`config.mk`:
```
export PLATFORM = sky130hd
export DESIGN_NAME = instr_fetch
export DESIGN_NICKNAME = d
export VERILOG_FILES = /design/src/rtl/instr_fetch.sv
export SDC_FILE = /design/constraint.sdc
export NUM_CORES = 1
export LEC_CHECK = 0
export ABC_AREA = 1
export CORE_MARGIN = 2
export CORE_UTILIZATION = 33
export DETAILED_ROUTE_END_ITERATION = 8
export GPL_ROUTABILITY_DRIVEN = 0
export SLEW_MARGIN = 10
export SYNTH_ARGS = -nofsm -noshare
export SYNTH_HDL_FRONTEND = slang
export SYNTH_SLANG_ARGS = --single-unit
```
`constraint.sdc`:
```
create_clock -name clk -period 5.3 [get_ports clk]
set_input_delay 0.53 -clock clk [delete_from_list [all_inputs] [get_ports clk]]
set_output_delay 0.53 -clock clk [all_outputs]
set_load 0.02 [all_outputs]
```
`src/rtl/instr_fetch.sv`:
```
// ---------------------------------------------------------------------------
// instr_fetch
//   Instruction fetch front end. It issues word-aligned reads to a
//   single-cycle instruction memory. Returned words go into a small in-order
//   buffer, and the buffer head is presented to the decoder through a
//   valid/ready handshake. A redirect from execute flushes the buffer and
//   squashes the read that is still in flight, then restarts fetch at the
//   redirect target.
//
// Parameters
//   RESET_PC    first fetch address after reset
//   FIFO_DEPTH  instruction buffer entries (2 or 4)
//
// Ports
//   clk             sole clock, rising edge
//   reset           synchronous, active-high reset
//   imem_en         instruction-memory read strobe
//   imem_addr       word-aligned read address
//   imem_rdata      read data, valid exactly one cycle after imem_en
//   redirect_valid  branch/jump redirect request
//   redirect_pc     redirect target
//   instr           buffer head instruction (0 when not valid)
//   instr_pc        address of instr (0 when not valid)
//   instr_valid     instr/instr_pc valid
//   instr_ready     decoder accepts the head this cycle
//   fetch_fault     misaligned redirect target seen (sticky until reset)
//
// Build option
//   FETCH_MISALIGN_EN  defined: a redirect target with redirect_pc[1:0] != 0
//                      raises fetch_fault, flushes the buffer and stops fetch.
//                      Undefined: the low two target bits are forced to zero
//                      and fetch_fault is tied low.
//
// FSM
//   state | meaning
//   BOOT  | first cycle after reset, no fetch issued
//   FETCH | one read issued per cycle at pc
//   HOLD  | no read issued: buffer plus in-flight read would overflow,
//         | or fetch is stopped after a fault
// ---------------------------------------------------------------------------
module instr_fetch #(
    parameter logic [31:0] RESET_PC   = 32'h0000_0000,
    parameter int          FIFO_DEPTH = 2
) (
    input  logic        clk,
    input  logic        reset,
    output logic        imem_en,
    output logic [31:0] imem_addr,
    input  logic [31:0] imem_rdata,
    input  logic        redirect_valid,
    input  logic [31:0] redirect_pc,
    output logic [31:0] instr,
    output logic [31:0] instr_pc,
    output logic        instr_valid,
    input  logic        instr_ready,
    output logic        fetch_fault
);

    localparam int PW = (FIFO_DEPTH > 1) ? $clog2(FIFO_DEPTH) : 1;
    localparam int CW = PW + 1;
    localparam logic [CW-1:0] DEPTH_C = CW'(FIFO_DEPTH);

    typedef enum logic [1:0] {
        BOOT  = 2'd0,
        FETCH = 2'd1,
        HOLD  = 2'd2
    } state_e;

    state_e          state_q, state_d;
    logic [31:0]     pc_q, pc_d;
    logic            epoch_q, epoch_d;
    logic            infl_q, infl_d;
    logic [31:0]     infl_pc_q, infl_pc_d;
    logic            infl_epoch_q, infl_epoch_d;
    logic [CW-1:0]   cnt_q, cnt_d;
    logic [PW-1:0]   wr_ptr_q, wr_ptr_d;
    logic [PW-1:0]   rd_ptr_q, rd_ptr_d;
    logic            fault_q, fault_d;

    logic [31:0]     mem_data_q [FIFO_DEPTH];
    logic [31:0]     mem_pc_q   [FIFO_DEPTH];
    logic            mem_we;

    logic            issue;
    logic            pop;
    logic            push_live;
    logic            push;
    logic            redir_take;
    logic            misalign;
    logic [31:0]     redir_tgt;
    logic [CW-1:0]   occ_nxt;

`ifdef FETCH_MISALIGN_EN
    assign misalign  = (redirect_pc[1:0] != 2'b00);
    assign redir_tgt = redirect_pc;
`else
    logic unused_redir_lo;
    assign unused_redir_lo = ^redirect_pc[1:0];
    assign misalign        = 1'b0;
    assign redir_tgt       = {redirect_pc[31:2], 2'b00};
`endif

    assign issue       = (state_q == FETCH);
    assign instr_valid = (cnt_q != '0);
    assign pop         = instr_valid && instr_ready;

    // A returning word is kept only if it was issued in the current epoch;
    // anything issued before the last redirect is discarded.
    assign push_live   = infl_q && (infl_epoch_q == epoch_q);
    assign redir_take  = redirect_valid && (state_q != BOOT) && !fault_q;
    assign push        = push_live && !redir_take;

    // Occupancy at the end of this cycle, ignoring any redirect.
    assign occ_nxt     = cnt_q + CW'(push_live) - CW'(pop);

    always_comb begin
        state_d      = state_q;
        pc_d         = pc_q;
        epoch_d      = epoch_q;
        infl_d       = 1'b0;
        infl_pc_d    = pc_q;
        infl_epoch_d = epoch_q;
        cnt_d        = occ_nxt;
        wr_ptr_d     = wr_ptr_q;
        rd_ptr_d     = rd_ptr_q;
        fault_d      = fault_q;
        mem_we       = 1'b0;

        if (issue) begin
            infl_d = 1'b1;
            pc_d   = pc_q + 32'd4;
        end

        if (push) begin
            mem_we   = 1'b1;
            wr_ptr_d = wr_ptr_q + PW'(1);
        end

        if (pop) begin
            rd_ptr_d = rd_ptr_q + PW'(1);
        end

        // The read issued now lands one cycle later and must always have a
        // slot, whatever the decoder does in between, so fetch stops when
        // the buffer plus this read would fill it.
        case (state_q)
            BOOT: begin
                state_d = FETCH;
            end
            FETCH: begin
                if ((occ_nxt + CW'(1)) >= DEPTH_C) begin
                    state_d = HOLD;
                end
            end
            HOLD: begin
                if (!fault_q && (occ_nxt < DEPTH_C)) begin
                    state_d = FETCH;
                end
            end
            default: begin
                state_d = BOOT;
            end
        endcase

        // A redirect wins over throttling and over a push in the same cycle.
        // A pop in the same cycle has already been taken by the decoder.
        if (redir_take) begin
            cnt_d    = '0;
            wr_ptr_d = '0;
            rd_ptr_d = '0;
            mem_we   = 1'b0;
            epoch_d  = ~epoch_q;
            pc_d     = redir_tgt;
            if (misalign) begin
                fault_d = 1'b1;
                state_d = HOLD;
            end else begin
                state_d = FETCH;
            end
        end
    end

    always_ff @(posedge clk) begin
        if (reset) begin
            state_q      <= BOOT;
            pc_q         <= RESET_PC;
            epoch_q      <= 1'b0;
            infl_q       <= 1'b0;
            infl_pc_q    <= '0;
            infl_epoch_q <= 1'b0;
            cnt_q        <= '0;
            wr_ptr_q     <= '0;
            rd_ptr_q     <= '0;
            fault_q      <= 1'b0;
        end else begin
            state_q      <= state_d;
            pc_q         <= pc_d;
            epoch_q      <= epoch_d;
            infl_q       <= infl_d;
            infl_pc_q    <= infl_pc_d;
            infl_epoch_q <= infl_epoch_d;
            cnt_q        <= cnt_d;
            wr_ptr_q     <= wr_ptr_d;
            rd_ptr_q     <= rd_ptr_d;
            fault_q      <= fault_d;
        end
    end

    // Buffer storage needs no reset: the outputs are masked while it is empty.
    always_ff @(posedge clk) begin
        if (mem_we) begin
            mem_data_q[wr_ptr_q] <= imem_rdata;
            mem_pc_q[wr_ptr_q]   <= infl_pc_q;
        end
    end

    assign imem_en   = issue;
    assign imem_addr = pc_q;
    assign instr     = instr_valid ? mem_data_q[rd_ptr_q] : 32'h0;
    assign instr_pc  = instr_valid ? mem_pc_q[rd_ptr_q]   : 32'h0;

`ifdef FETCH_MISALIGN_EN
    assign fetch_fault = fault_q;
`else
    assign fetch_fault = 1'b0;
`endif

endmodule

```
==> results of run 1 <==
[synth_stat cells, types with 6 or more instances]
| master | number |
|---|---|
| a21oi_1 | 76 |
| dfxtp_1 | 70 |
| nand2_1 | 278 |
| edfxtp_1 | 124 |
| nor2_1 | 108 |
| o21ai_0 | 13 |
| buf_4 | 7 |
| nand3_1 | 33 |
| nor2_4 | 7 |
| o21ai_1 | 18 |
| nand2_4 | 6 |
| inv_1 | 50 |
| clkbuf_1 | 17 |
[worst paths after layout]
check	from	to	slack (ns)	depth (start not counted)
setup / recovery	cnt_q[1]	instr[30]	2.17	4
hold / removal	infl_pc_q[26]	mem_pc_q[1][26]	0.43	0
setup reg to reg	state_q[1]	mem_data_q[0][2]	2.72	6
hold reg to reg	infl_pc_q[26]	mem_pc_q[1][26]	0.43	0
[per-layer routing]
| layer | vias up | part of all wire [%] | GRT usage, % |
|---|---|---|---|
| li1 | 3066 | - | - |
| met1 | 2757 | 48 | 21.3 |
| met2 | 157 | 46 | 24.0 |
| met3 | 19 | 4.9 | 3.43 |
| met4 | 0 | 1.5 | 4.91 |
| met5 | - | 0 | 0 |
[cells by family (layout without fill, tap and decap cells)]
kind of cell / count (synthesis) / count (layout) / synth area share, %
fa+ha+maj: 3 / 3 / 0.467
other cells: 1 / 5 / 0.0467
buf+inv: 93 / 251 / 5.16
compound gates: 112 / 112 / 7.14
xor+xnor: 3 / 3 / 0.327
simple gates: 446 / 446 / 23.1
flops: 194 / 194 / 63.8
[placed cells by master (no fill, tap or decap), drive strengths merged, types with 19 or more instances in the layout]
cell type,n
dfxtp,70
clkbuf,19
a21oi,76
inv,60
nand3,33
clkdlybuf4s50,159
edfxtp,124
o21ai,31
nand2,287
nor2,120
[area by class of cell]
cell class	count	area, µm²	area share [%]
clock buffers	19	464	4.42
clock inverters	13	144	1.37
inverters	55	210	2.00
multi-input cells	569	2530	24.1
flip-flops and latches	194	5130	48.8
well taps	324	405	3.86
repair buffers	164	1630	15.5
[state kept, by name, summed over array words and instances (netlist names), named ones only]
register      cells
infl_pc_q        30
wr_ptr_q          1
infl_epoch_q      1
epoch_q           1
mem_pc_q         60
rd_ptr_q          1
mem_data_q       64
state_q           2
imem_addr        30
infl_q            1
cnt_q             2
[worst max-delay path: stages (launching register included)]
cell and delay (ns):
dfxtp_1 0.34, nor2_4 0.66, buf_4 0.48, a21oi_1 0.08, clkdlybuf4s50_1 0.58
[stage by stage]
step	worst slack (ns)	area, µm²	power (mW)	hold WS, ns
after floorplan	1.25	8050	2.42	0.404
after global placement	2.02	9900	2.88	0.407
after detailed placement	2.02	9900	2.88	0.412
after CTS	2.01	10500	4.20	0.429
after global routing	1.91	10500	4.37	0.447
final	2.17	10500	4.15	0.427
[report_power, final]
part / internal [mW] / switching, mW
logic: 0.407 / 0.627
clock network: 0.745 / 0.562
registers: 1.73 / 0.0756
total: 2.88 / 1.26
==> metrics, run 1 <==
Post-synth top flop edfxtp_1; row count 57; Yosys warnings 0; routed vias/inst 4.48; Clock Skews 0.0124 ns; max-slew violation count 0; FFs w/ async S/R, synth 0%; share of layout cells above drive strength 1 6.41%; max-cap viol count 0; dpl cells 1306; ANT cells 0; register area share after synthesis 63.8%; GR Overflow Total 0; P&R area growth vs syn 30.8%; fin crit share 59.1%; CTS max path bufs 2; initial antenna violation count 0; Worst Tran Pin Value 0.954 ns; fillcell total 2362; Die Span Y 160 µm; largest cells by area after synthesis edfxtp_1 (46%), dfxtp_1 (17%), nand2_1 (13%), nor2_1 (5.0%), a21oi_1 (4.7%); status finished clean; I/O Pins 167; Total GRT Usage 15.4%; Mean Syn Cell Area 9.43 µm²; RSZ-0062 raised after global routing false; post-synthesis cell count 852; Detail Route Antenna Nets 0; Synth Cell Area 8030 µm²; H-tree Lvls 4; PD cells 395 nW/µm²; Starting DRT DRC Count 357; Clock Sinks 194; # resized after CTS 0; critical setup path kind reg2out; FF+latch count, synth 194; Die Wd 160 µm; DRC 0; cell accounting for the most synthesized area edfxtp_1; Initial Util 33.3%; Util after Layout 43.6%; Clock Latency Late Sink 0.42 ns; Setup violations, final 0; setup_tns 0 ns; wire per inst 14.3 µm; postcts setup bufs 0; Finished Layout Cells 1338; Critical Path Sink Type output pin; area share of the largest cell type after synthesis 46.4%; Post-synth EDFFs 124; Hold Crit Class reg2reg; Post-CTS Hold Fix Bufs 0; Post-DP HPWL 12.4 mm; CP arrival 2.60 ns; VDD IR max 170 µV; fin nets 1072; vias in the first global route 5765; maximum clock rate 319 MHz; overall via count from detail_route 5999; Detailed Routing Iterations Pass 1 5; CP startpoint kind flip-flop; Netlist cell types 28; Die Area 25600 µm²; Critical Path Fanout Max 35; global-route wire length before repair 30.6 mm; CTS buffer count 17; Detailed Route WL 19.1 mm; core area 24100 µm²; Leak 3.84 nW; CTS tree done; Reg clk slew, reported paths 0.07 ns; IO buf count 159; Final Hold Viols 0; WP data required 4.77 ns; clock root cell clkbuf_16; largest net degree at the start of global routing 64; post-layout min period 3.13 ns; max_slew headroom 36.3%
Note: power is estimated with default switching activity, not from simulation.
==> run 2: changes to the inputs <==
==> constraint.sdc (replaced) <==
create_clock -name clk -period 3.2 [get_ports clk]
set_input_delay 0.32 -clock clk [delete_from_list [all_inputs] [get_ports clk]]
set_output_delay 0.32 -clock clk [all_outputs]
set_load 0.02 [all_outputs]
==> run 2 against run 1 <==
Against the previous run: global-route usage down 0.37 points; cell count up 0.45%; register-to-register slack worse by 1.3 ns; worst setup slack worse by 1.9 ns; clock-buffer cell count down 1; critical path type unchanged; critical endpoint is now instr[21]; largest cell class unchanged; highest routed layer unchanged.
==> metrics, run 2 (same netlist as run 1, synthesis figures left out) <==
overall via count from detail_route 5958 (-0.68%); CP Cell Sequence buf_4 -> nand2_1 -> a21oi_1 -> clkdlybuf4s50_1; vias in the first global route 5568 (-3.4%); Clock Skews 0.0108 ns (-0.00157 ns); Leak 3.85 nW (+0.27%); share of layout cells above drive strength 1 7.06% (+0.65 points); status finished clean; GR Overflow Total 0 (unchanged); row count 57 (unchanged); Starting DRT DRC Count 326 (-8.7%); Reg clk slew, reported paths 0.07 ns (about the same); Worst path max stage delay 0.78 ns (+0.12 ns); Reg with most FFs mem_data_q; setup_tns 0 ns (unchanged); PD cells 646 nW/µm² (+64%); # resized after CTS 0 (unchanged); core area 24100 µm² (unchanged); most common cell after layout, fill and taps aside nand2_1; fillcell total 2355 (-0.30%); instance count on the critical path 4 (unchanged); largest net degree at the start of global routing 54 (-16%); clock root cell clkbuf_16; Critical Path Fanout Max 33 (-5.7%); CTS max path bufs 2 (unchanged); DRC 0 (unchanged); CTS tree done; maximum clock rate 344 MHz; global-route wire length before repair 29.8 mm (-2.6%); Critical Path Sink Type output pin; Total GRT Usage 15.0% (-0.37 points); fin crit share 90.9%; Die Area 25600 µm² (unchanged); number of flip-flops in the largest register 64 (unchanged); Post-DP HPWL 13.1 mm (+5.1%); wire per inst 14.1 µm (-1.3%); Setup violations, final 0 (unchanged); CTS buffer count 17 (unchanged); Clock Sinks 194 (unchanged); IO buf count 159 (unchanged); critical setup path kind reg2out; Final Hold Viols 0 (unchanged); hold_ws 0.425 ns (-0.00184 ns); max-slew violation count 0 (unchanged); largest registers mem_data_q (64), mem_pc_q (60); max-cap viol count 0 (unchanged); post-layout min period 2.91 ns; RSZ-0062 raised after global routing false; Worst Reg2Reg Path Length in Cells 11 (+5); postcts setup bufs 0 (unchanged); Hold Crit Class reg2reg; Worst Tran Pin Value 0.699 ns (-0.255 ns); initial antenna violation count 0 (unchanged); Detailed Routing Iterations Pass 1 5 (unchanged); CP arrival 2.59 ns (about the same); r2r setup slk 1.38 ns (-1.34 ns); VDD IR max 240 µV (+41%); most frequent cells in the layout nand2_1 (278), clkdlybuf4s50_1 (159), edfxtp_1 (124); Slowest-stage cell, CP dfxtp_2; H-tree Lvls 4 (unchanged); P&R area growth vs syn 31.1%; WP buf/inv 2 (unchanged); Initial Util 33.3% (unchanged); Detail Route Antenna Nets 0 (unchanged); Post-CTS Hold Fix Bufs 0 (unchanged); CP startpoint kind flip-flop; ANT cells 0 (unchanged); WP data required 2.88 ns (-1.89 ns); Clock Latency Late Sink 0.42 ns (about the same); Worst Hold Path Cells 0 (unchanged); routed vias/inst 4.43 (-1.1%); CP top delay family buffers and inverters; Detailed Route WL 19.0 mm (-0.89%); I/O Pins 167 (unchanged); Die Span Y 160 µm (unchanged); Die Wd 160 µm (unchanged); max_slew headroom 53.4% (+17 points); fin nets 1078 (+0.56%)
run 2: area by class of cell:
| type | count | area [µm²] | share of cell area, % |
|---|---|---|---|
| inverters | 55 | 209 | 1.99 |
| clock inverters | 14 | 153 | 1.45 |
| well taps | 324 | 405 | 3.85 |
| multi-input cells | 569 | 2530 | 24.0 |
| clock buffers | 18 | 429 | 4.08 |
| flip-flops and latches | 194 | 5130 | 48.7 |
| repair buffers | 170 | 1670 | 15.9 |
run 2: layer usage:
layer	part of all wire, %	GRT usage [%]
met1	47	20.7
met2	47	23.6
met3	5.0	3.48
met4	0.88	4.34
met5	0	0
run 2: worst paths after layout:
kind | startpoint | to
worst max register to register | epoch_q | state_q[0]
worst min-delay path | infl_pc_q[14] | mem_pc_q[0][14]
worst max-delay path | flip-flop | instr[21]
worst min register to register | infl_pc_q[14] | mem_pc_q[0][14]
run 2: metrics by stage:
step	cells	power [mW]	worst slack (ns)	util, %	cell area [µm²]
floorplan	856	4.00	0.351	-	8050
global placement	1312	4.77	0.703	41.3	9940
detailed placement	1312	4.79	0.694	41.3	9940
CTS	1344	6.91	0.216	43.7	10500
global route	1344	7.17	0.0605	43.7	10500
finish	1344	6.80	0.290	43.7	10500
run 2: power by group:
part | switching (mW) | internal (mW)
clock network | 0.925 | 1.17
logic | 1.02 | 0.685
registers | 0.142 | 2.87
==> run 3: changes to the inputs <==
--- a/config.mk
+++ b/config.mk
@@ -10,6 +10,7 @@
 export CORE_UTILIZATION = 33
 export DETAILED_ROUTE_END_ITERATION = 8
 export GPL_ROUTABILITY_DRIVEN = 0
+export GPL_TIMING_DRIVEN = 0
 export SLEW_MARGIN = 10
 export SYNTH_ARGS = -nofsm -noshare
 export SYNTH_HDL_FRONTEND = slang
==> run 3 against run 2 <==
Against the previous run: total power grew 0.35%; clock skew is essentially flat; sequential cell count is the same; hold slack lost 0.15 ns; clock-buffer cell count shrank 1; first-iteration DRC count grew 6.1%.
==> metrics, run 3 (same netlist as run 1, synthesis figures left out) <==
status finished clean; Reg clk slew, reported paths 0.07 ns (about the same); fin area 10700 µm² (+1.6%); routed vias/inst 4.50 (+1.6%); sequential share of power 43.8% (-0.4 points); Die Wd 160 µm (unchanged); CTS max path bufs 2 (unchanged); pre-CTS setup slack 0.356 ns (-0.338 ns); CTS buffer count 17 (unchanged); number of flip-flops in the largest register 64 (unchanged); setup_tns 0 ns (unchanged); Clock Sinks 194 (unchanged); most frequent cells in the layout nand2_1 (278), clkdlybuf4s50_1 (158), edfxtp_1 (124); GR Overflow Total 0 (unchanged); most common cell after layout, fill and taps aside nand2_1; Clock Latency Late Sink 0.42 ns (about the same); # resized after CTS 0 (unchanged); DRC 0 (unchanged); fin crit share 88.7% (-2.2 points); Worst Tran Pin Value 0.644 ns (-0.0548 ns); CP startpoint kind flip-flop; core area 24100 µm² (unchanged); IO buf count 158 (-0.63%); P&R area growth vs syn 33.2%; VDD IR max 329 µV (+37%); Post-CTS Hold Fix Bufs 0 (unchanged); Die Span Y 160 µm (unchanged); critical setup path kind reg2out; clock root cell clkbuf_16; NetSw 2.20 mW (+5.6%); Critical Path Fanout Max 10 (-70%); Reg with most FFs mem_data_q; Net Sw Frac 32.3% (+1.6 points); Total GRT Usage 16.1% (+1.1 points); PD cells 638 nW/µm² (-1.3%); Critical Path Sink Type output pin; share of layout cells above drive strength 1 7.62% (+0.56 points); Finished Layout Cells 1374 (+2.2%); overall via count from detail_route 6189 (+3.9%); WP data required 2.88 ns (about the same); max_slew headroom 57.0% (+3.6 points); Leak 3.93 nW (+2.0%); row count 57 (unchanged); dpl cells 1342 (+2.3%); Detail Route Antenna Nets 0 (unchanged); post-layout min period 2.84 ns (-0.0707 ns); H-tree Lvls 4 (unchanged); clock network power share 29.7% (-1.0 points); Detailed Route WL 20.5 mm (+8.2%); Final Hold Viols 0 (unchanged); combinational share of power 26.6% (+1.6 points); fillcell total 2404 (+2.1%); Die Area 25600 µm² (unchanged); vias in the first global route 5820 (+4.5%); postcts setup bufs 0 (unchanged); max-cap viol count 0 (unchanged); Detailed Routing Iterations Pass 1 7 (+2); Setup violations, final 0 (unchanged); fin nets 1108 (+2.8%); Starting DRT DRC Count 346 (+6.1%); Post-DP HPWL 14.8 mm (+14%); largest registers mem_data_q (64), mem_pc_q (60); maximum clock rate 352 MHz (+2.5%); Clock Skews 0.0112 ns (+0.000361 ns); Hold Crit Class in2reg; wire per inst 14.9 µm (+5.8%); initial antenna violation count 0 (unchanged); worst r2r src state_q[1]; Initial Util 33.3% (unchanged); Power Internal 4.62 mW (-2.0%); max-slew violation count 0 (unchanged); CP arrival 2.52 ns (-0.07 ns); I/O Pins 167 (unchanged); CTS tree done; r2r setup slk 0.89 ns (-0.49 ns); global-route wire length before repair 31.8 mm (+6.4%); ANT cells 0 (unchanged); largest net degree at the start of global routing 27 (-50%); RSZ-0062 raised after global routing false; final setup margin 0.361 ns (+0.0707 ns); Hold Startpoint reset; Post-DP Area 10100 µm² (+1.8%)
-- run 3: changes by cell type in the layout (fill, tap and decap cells not counted), moves of 4 or more --
cell	change
clkbuf_1	+16
buf_12	+4
buf_4	-4
buf_2	+5
buf_1	+5
buf_6	+4
-- run 3: final timing paths --
| check | end | depth (start not counted) |
|---|---|---|
| max | instr_pc[17] | 6 |
| min | infl_pc_q[4] | 2 |
| max reg2reg | mem_data_q[0][25] | 7 |
| min reg2reg | mem_pc_q[0][30] | 0 |
-- run 3: layout make-up --
type	instances	area (µm²)	share of cell area (%)
sequential	194	5120	47.9
multi-input combinational	569	2520	23.6
timing repair buffer	162	1660	15.5
clock buffer	17	425	3.98
tap	324	405	3.79
inverter	55	209	1.95
buffer	38	205	1.92
clock inverter	15	145	1.36
-- run 3: worst max-delay path, stage by stage (launching register included) --
cell	delay, ns
dfxtp_1	0.30
buf_2	0.20
inv_2	0.17
clkbuf_1	0.41
nand2_1	0.10
a21oi_1	0.26
clkdlybuf4s50_1	0.66
-- run 3: metal layers --
metal | share of wire [%] | up-vias | track usage [%]
met5 | 0 | - | 0
met4 | 1.9 | 0 | 6.18
met3 | 4.3 | 22 | 2.78
met2 | 46 | 183 | 25.7
met1 | 48 | 2837 | 22.0
li1 | - | 3147 | -
-- run 3: power by group through the flow --
stage / Combinational [mW] / Sequential, mW / Clock (mW)
6_report: 1.81 / 2.99 / 2.03
5_1_grt: 1.98 / 3.01 / 2.20
2_1_floorplan: 0.925 / 3.08 / 0
4_1_cts: 1.84 / 2.99 / 2.10
3_5_place_dp: 1.83 / 3.04 / 0
3_3_place_gp: 1.79 / 3.04 / 0
-- run 3: stage by stage --
stage               hold WS (ns)  total power [mW]  utilization [%]
finish                     0.279              6.83             44.4
global route               0.296              7.19             44.4
CTS                        0.269              6.92             44.4
detailed placement         0.415              4.87             42.0
global placement           0.407              4.84             41.6
floorplan                  0.404              4.00                -
